--- src/rtl/demux_1x2_stream.sv ---
// Registered 1-to-2 stream demultiplexer with a one-entry buffer per output.
// Define DEMUX_PKT_LOCK_EN to hold the route from a packet's first beat through its last beat.
module demux_1x2_stream #(
   parameter int unsigned WIDTH = 8
) (
   input  logic             clk,
   input  logic             rst,
   input  logic [WIDTH-1:0] in_data,
   input  logic             in_valid,
   input  logic             in_last,
   output logic             in_ready,
   input  logic             sel,
   output logic [WIDTH-1:0] out0_data,
   output logic             out0_valid,
   output logic             out0_last,
   input  logic             out0_ready,
   output logic [WIDTH-1:0] out1_data,
   output logic             out1_valid,
   output logic             out1_last,
   input  logic             out1_ready
);

   logic route;
   logic free0, free1;
   logic accept;
   logic load0, load1;

`ifdef DEMUX_PKT_LOCK_EN
   typedef enum logic [1:0] {
      IDLE  = 2'd0,
      LOCK0 = 2'd1,
      LOCK1 = 2'd2
   } state_t;

   state_t state, state_nxt;

   always_ff @(posedge clk or posedge rst) begin
      if (rst) begin
         state <= IDLE;
      end else begin
         state <= state_nxt;
      end
   end

   always_comb begin
      route = sel;
      case (state)
         LOCK0:   route = 1'b0;
         LOCK1:   route = 1'b1;
         default: route = sel;
      endcase
   end

   always_comb begin
      state_nxt = state;
      if (accept) begin
         if (in_last) begin
            state_nxt = IDLE;
         end else if (state == IDLE) begin
            state_nxt = route ? LOCK1 : LOCK0;
         end
      end
   end
`else
   assign route = sel;
`endif

   // A buffer draining this cycle can take a new beat in the same edge.
   assign free0    = !out0_valid || out0_ready;
   assign free1    = !out1_valid || out1_ready;
   assign in_ready = !rst && (route ? free1 : free0);
   assign accept   = in_valid && in_ready;
   assign load0    = accept && !route;
   assign load1    = accept && route;

   always_ff @(posedge clk or posedge rst) begin
      if (rst) begin
         out0_valid <= 1'b0;
         out0_data  <= '0;
         out0_last  <= 1'b0;
      end else if (load0) begin
         out0_valid <= 1'b1;
         out0_data  <= in_data;
         out0_last  <= in_last;
      end else if (out0_ready) begin
         out0_valid <= 1'b0;
      end
   end

   always_ff @(posedge clk or posedge rst) begin
      if (rst) begin
         out1_valid <= 1'b0;
         out1_data  <= '0;
         out1_last  <= 1'b0;
      end else if (load1) begin
         out1_valid <= 1'b1;
         out1_data  <= in_data;
         out1_last  <= in_last;
      end else if (out1_ready) begin
         out1_valid <= 1'b0;
      end
   end

endmodule

--- config.mk ---
export PLATFORM = sky130hd
export DESIGN_NAME = demux_1x2_stream
export DESIGN_NICKNAME = d
export VERILOG_FILES = /design/src/rtl/demux_1x2_stream.sv
export SDC_FILE = /design/constraint.sdc
export NUM_CORES = 1
export LEC_CHECK = 0
export CAP_MARGIN = 20
export CORE_MARGIN = 1
export CORE_UTILIZATION = 43
export CTS_CLUSTER_SIZE = 8
export DETAILED_ROUTE_END_ITERATION = 10
export GPL_ROUTABILITY_DRIVEN = 1
export PLACE_DENSITY_LB_ADDON = 0.05
export SYNTH_ARGS = -nofsm -noshare
export SYNTH_HDL_FRONTEND = slang
export SYNTH_SLANG_ARGS = --single-unit
--- constraint.sdc ---
create_clock -name clk -period 2.45 [get_ports clk]
set_input_delay 0.49 -clock clk [delete_from_list [all_inputs] [get_ports clk]]
set_output_delay 0.49 -clock clk [all_outputs]
set_load 0.05 [all_outputs]
==> results of run 1 <==
worst paths after layout:
path	startpoint	end	slack [ns]	depth (start not counted)
setup / recovery	out1_valid	out1_valid	0.44	1
hold / removal	out0_data[3]	out0_data[3]	0.52	1
setup reg to reg	out0_valid	out0_data[1]	1.05	3
hold reg to reg	out0_data[3]	out0_data[3]	0.52	1
max in group asynchronous	rst	out0_valid	1.32	2
min in group asynchronous	rst	out0_data[0]	0.67	2
metrics by stage:
step | setup slack, ns | area [um^2]
finish | 0.439 | 1260
CTS | 0.429 | 1260
global route | 0.383 | 1260
global placement | 0.392 | 1210
detailed placement | 0.377 | 1210
floorplan | 0.507 | 831
cell type report:
class / instances / share of cell area
clock buffers: 3 / 0.0179
clock inverters: 1 / 0.0238
inverters: 1 / 0.00298
multi-input cells: 28 / 0.241
flip-flops and latches: 20 / 0.397
well taps: 25 / 0.0248
repair buffers: 36 / 0.292
where the power goes:
| part | leakage [nW] | internal [mW] | switching [mW] |
|---|---|---|---|
| sequential | 0.239 | 0.395 | 0.0355 |
| clock | 0.0279 | 0.165 | 0.105 |
| combinational | 0.295 | 0.202 | 0.306 |
| total | 0.562 | 0.763 | 0.447 |
synth_stat cells (all sizes together):
cell type and number:
and3 1, buf 2, dfrtp 20, inv 1
mux2 18, mux2i 1, nand2 3, nand2b 2
nand3b 1, nor2 1, nor2b 1
cell families (layout without fill, tap and decap cells):
kind of cell	after synthesis	after routing	share of synthesized area
simple gates	9	9	0.0693
buf+inv	3	41	0.0316
flops	20	20	0.602
mux	19	19	0.297
per-layer routing:
metal | track usage | wire (um)
met5 | 0 | 0
met2 | 0.259 | 798
met4 | 0.0706 | 13
met1 | 0.249 | 709
met3 | 0.0516 | 84
sequential cells by signal (all words and copies together) (netlist names):
register,cells
out1_valid,1
out1_last,1
out0_last,1
out0_valid,1
out1_data,8
out0_data,8
==> impl_metrics.json, run 1 <==
{
  "mostFrequentLayoutCells": "clkdlybuf4s50_1, dfrtp_1, mux2_2, mux2_4",
  "crit_required_ns": 1.96,
  "cp_max_fo": 2,
  "post_cts_buffers": 0,
  "whs_ns": 0.516,
  "cts_sinks": 20,
  "nNetsFinal": 105,
  "p_leak_nw": 0.562,
  "yosysTopAreaCellShare": 0.602,
  "skew_ns": 0.00848,
  "root_buffer": "clkbuf_4",
  "fin_crit_sh": 0.821,
  "final_core_utilization": 0.714,
  "wire_per_inst_um": 14.1,
  "totalWireLength_um": 1610,
  "cp_slowest_cell": "clkdlybuf4s50_1",
  "syn_inst": 51,
  "seq_area_um2": 500,
  "die_w_um": 46.0,
  "multi_input_comb_area_um2": 304,
  "worstPathCellList": "clkdlybuf4s50_1",
  "holdBufCountCts": 0,
  "place_congestion": 0.682,
  "grtUsageTotal": 0.178,
  "grt_pass1_vias": 484,
  "ctsResizeCount": 0,
  "dp.cells": 110,
  "grt_pass1_wl_um": 2480,
  "cts_buffers": 3,
  "cpLargestDelayFamily": "buffers and inverters",
  "hold_path.class": "register to register",
  "synth_cell_types": 13,
  "area_delta_synth_final_pct": 51.7,
  "initial_core_util": 0.471,
  "fill_cells": 140,
  "ios": 36,
  "total_power_mw": 1.21,
  "cts_tree": "built",
  "via_per_inst": 4.76,
  "ys_ff_latch": 20,
  "detail-route-antenna-nets": 0,
  "tightest_slew_ns": 0.720,
  "ys_warn_count": 0,
  "synth_fp_nets": 66,
  "rsz0062_at_grt": "no",
  "final_cells": 114,
  "critPathLaunchType": "register",
  "path_clk_slew_ns": 0.12,
  "critPathMaxStageDelay_ns": 0.82,
  "clk_latency_ns": 0.31,
  "drtIter0Drc": 6,
  "clockBufferDepth": 2,
  "setup_tns_ns": 0,
  "p_per_area_nw_per_um2": 960,
  "finalHoldViolCount": 0,
  "grt_max_degree": 21,
  "rows": 15,
  "drv_slew": 0,
  "gr-total-overflow": 0,
  "end_kind": "output pin",
  "path_class": "register to output pin",
  "dieArea_um2": 2110,
  "drc": 0,
  "critPathArrivalTime_ns": 1.52,
  "drive_gt1_frac": 0.292,
  "status": "completed",
  "setup_viol": 0,
  "yosysSeqAreaShare": 0.602,
  "antenna_found_initial": 0,
  "final_common_cell": "clkdlybuf4s50_1",
  "max-slew-margin-rel": 0.520,
  "vias": 543,
  "yosysTopAreaCell": "dfrtp_1",
  "syn_area_um2": 831,
  "peakVddDrop_uv": 712,
  "htree_levels": 1,
  "drv_cap": 0,
  "synth_area_leaders": "dfrtp_1, mux2_4, mux2_2",
  "fmax_mhz": 497,
  "place_hpwl_um": 1120,
  "avgSynthCellArea_um2": 16.3,
  "drtPass1Iterations": 3,
  "min_period_ns": 2.01,
  "die_h_um": 46.0,
  "fp.coreArea_um2": 1760,
  "io_buffers": 35,
  "diodes": 0,
  "path_buf_inv": 1
}
Note: power is estimated with default switching activity, not from simulation.
==> inputs of run 2 (changes only) <==
--- a/config.mk
+++ b/config.mk
@@ -7,7 +7,7 @@
 export LEC_CHECK = 0
 export CAP_MARGIN = 20
 export CORE_MARGIN = 1
-export CORE_UTILIZATION = 43
+export CORE_UTILIZATION = 40
 export CTS_CLUSTER_SIZE = 8
 export DETAILED_ROUTE_END_ITERATION = 10
 export GPL_ROUTABILITY_DRIVEN = 1
==> constraint.sdc (replaced) <==
create_clock -name clk -period 2.09 [get_ports clk]
set_input_delay 0.418 -clock clk [delete_from_list [all_inputs] [get_ports clk]]
set_output_delay 0.418 -clock clk [all_outputs]
set_load 0.05 [all_outputs]
==> impl_metrics.json, run 2 (same netlist as run 1, synthesis figures left out) <==
{
  "wire_per_inst_um": 12.9,
  "p_leak_nw": 0.567,
  "grtUsageTotal": 0.159,
  "placed_cell_area_um2": 1240,
  "critPathMaxStageDelay_ns": 0.82,
  "detail-route-antenna-nets": 0,
  "min_to": "out0_data[3]",
  "end_kind": "output pin",
  "skew_ns": 0.00141,
  "p_per_area_nw_per_um2": 1030,
  "drc": 0,
  "critPathArrivalTime_ns": 1.51,
  "seq_area_um2": 500,
  "gr-total-overflow": 0,
  "drv_slew": 0,
  "antenna_found_initial": 0,
  "hold_path.class": "register to register",
  "ios": 36,
  "final_area_um2": 1270,
  "via_per_inst": 4.61,
  "dieArea_um2": 2260,
  "critPathLaunchType": "register",
  "min_period_ns": 1.93,
  "grt_max_degree": 21,
  "mostFrequentLayoutCells": "clkdlybuf4s50_1, dfrtp_1, mux2_2, mux2_4",
  "holdBufCountCts": 0,
  "finalHoldViolCount": 0,
  "multi_input_comb_area_um2": 304,
  "root_buffer": "clkbuf_4",
  "place_congestion": 0.653,
  "holdPathStages": 1,
  "fill_cells": 177,
  "io_buffers": 35,
  "drtIter0Drc": 3,
  "setup_tns_ns": 0,
  "fmax_mhz": 519,
  "path_clk_slew_ns": 0.10,
  "nNetsFinal": 107,
  "die_w_um": 47.6,
  "grt_pass1_vias": 548,
  "setup_viol": 0,
  "reg2reg_from": "out1_valid",
  "r2r-end": "out1_data[1]",
  "cts_tree": "built",
  "grt_pass1_wl_um": 2410,
  "htree_levels": 1,
  "worstPathCellList": "clkdlybuf4s50_1",
  "cp_slowest_cell": "clkdlybuf4s50_1",
  "status": "completed",
  "max-slew-margin-rel": 0.665,
  "fin_crit_sh": 0.922,
  "clk_latency_ns": 0.28,
  "path_buf_inv": 1,
  "rows": 16,
  "total_power_mw": 1.31,
  "area_delta_synth_final_pct": 53.3,
  "cts_sinks": 20,
  "cp_max_fo": 2,
  "startpoint": "out1_valid",
  "path_class": "register to output pin",
  "top_regs": "out0_data (8), out1_data (8)",
  "die_h_um": 47.6,
  "rsz0062_at_grt": "no",
  "clockBufferDepth": 2,
  "totalWireLength_um": 1530,
  "rrSetupSlack_ns": 0.82,
  "ctsResizeCount": 0,
  "diodes": 0,
  "post_cts_buffers": 0,
  "place_hpwl_um": 1190,
  "initial_core_util": 0.423,
  "reg2reg_depth": 4,
  "crit_required_ns": 1.67,
  "drtPass1Iterations": 4,
  "tightest_slew_ns": 0.501,
  "vias": 544,
  "drv_cap": 0,
  "peakVddDrop_uv": 623,
  "cpLargestDelayFamily": "buffers and inverters",
  "cts_buffers": 3,
  "worst_hold_startpoint": "out0_data[3]",
  "fp.coreArea_um2": 1960,
  "drive_gt1_frac": 0.308,
  "final_common_cell": "clkdlybuf4s50_1"
}
[run 2: where the power goes]
group	internal, mW	switching [mW]
combinational	0.241	0.357
sequential	0.463	0.0422
clock	0.106	0.105
total	0.810	0.504
[run 2: worst max path at each step]
stage | to | cells after the start
2_1_floorplan | in_ready | 3
3_3_place_gp | in_ready | 5
3_5_place_dp | in_ready | 5
4_1_cts | out1_valid | 1
5_1_grt | out1_valid | 1
6_report | out1_valid | 1
[run 2: layer usage]
metal	global-route usage	part of all wire	vias up
li1	-	-	255
met1	0.216	0.45	263
met2	0.233	0.46	24
met3	0.0566	0.077	2
met4	0.0667	0.0052	0
met5	0	0	-
[run 2: per-stage QoR]
step,utilization,setup WS (ns),std cells,hold slack [ns]
detailed placement,0.631,0.204,114,0.494
floorplan,-,0.219,51,0.382
global placement,0.631,0.208,114,0.488
CTS,0.649,0.139,118,0.519
finish,0.649,0.164,118,0.513
global route,0.649,0.102,118,0.532
[run 2: final cells by class]
class | instances | share of cell area
clock buffers | 4 | 0.0285
inverters | 1 | 0.00295
multi-input cells | 28 | 0.239
flip-flops and latches | 20 | 0.393
well taps | 27 | 0.0265
repair buffers | 38 | 0.310
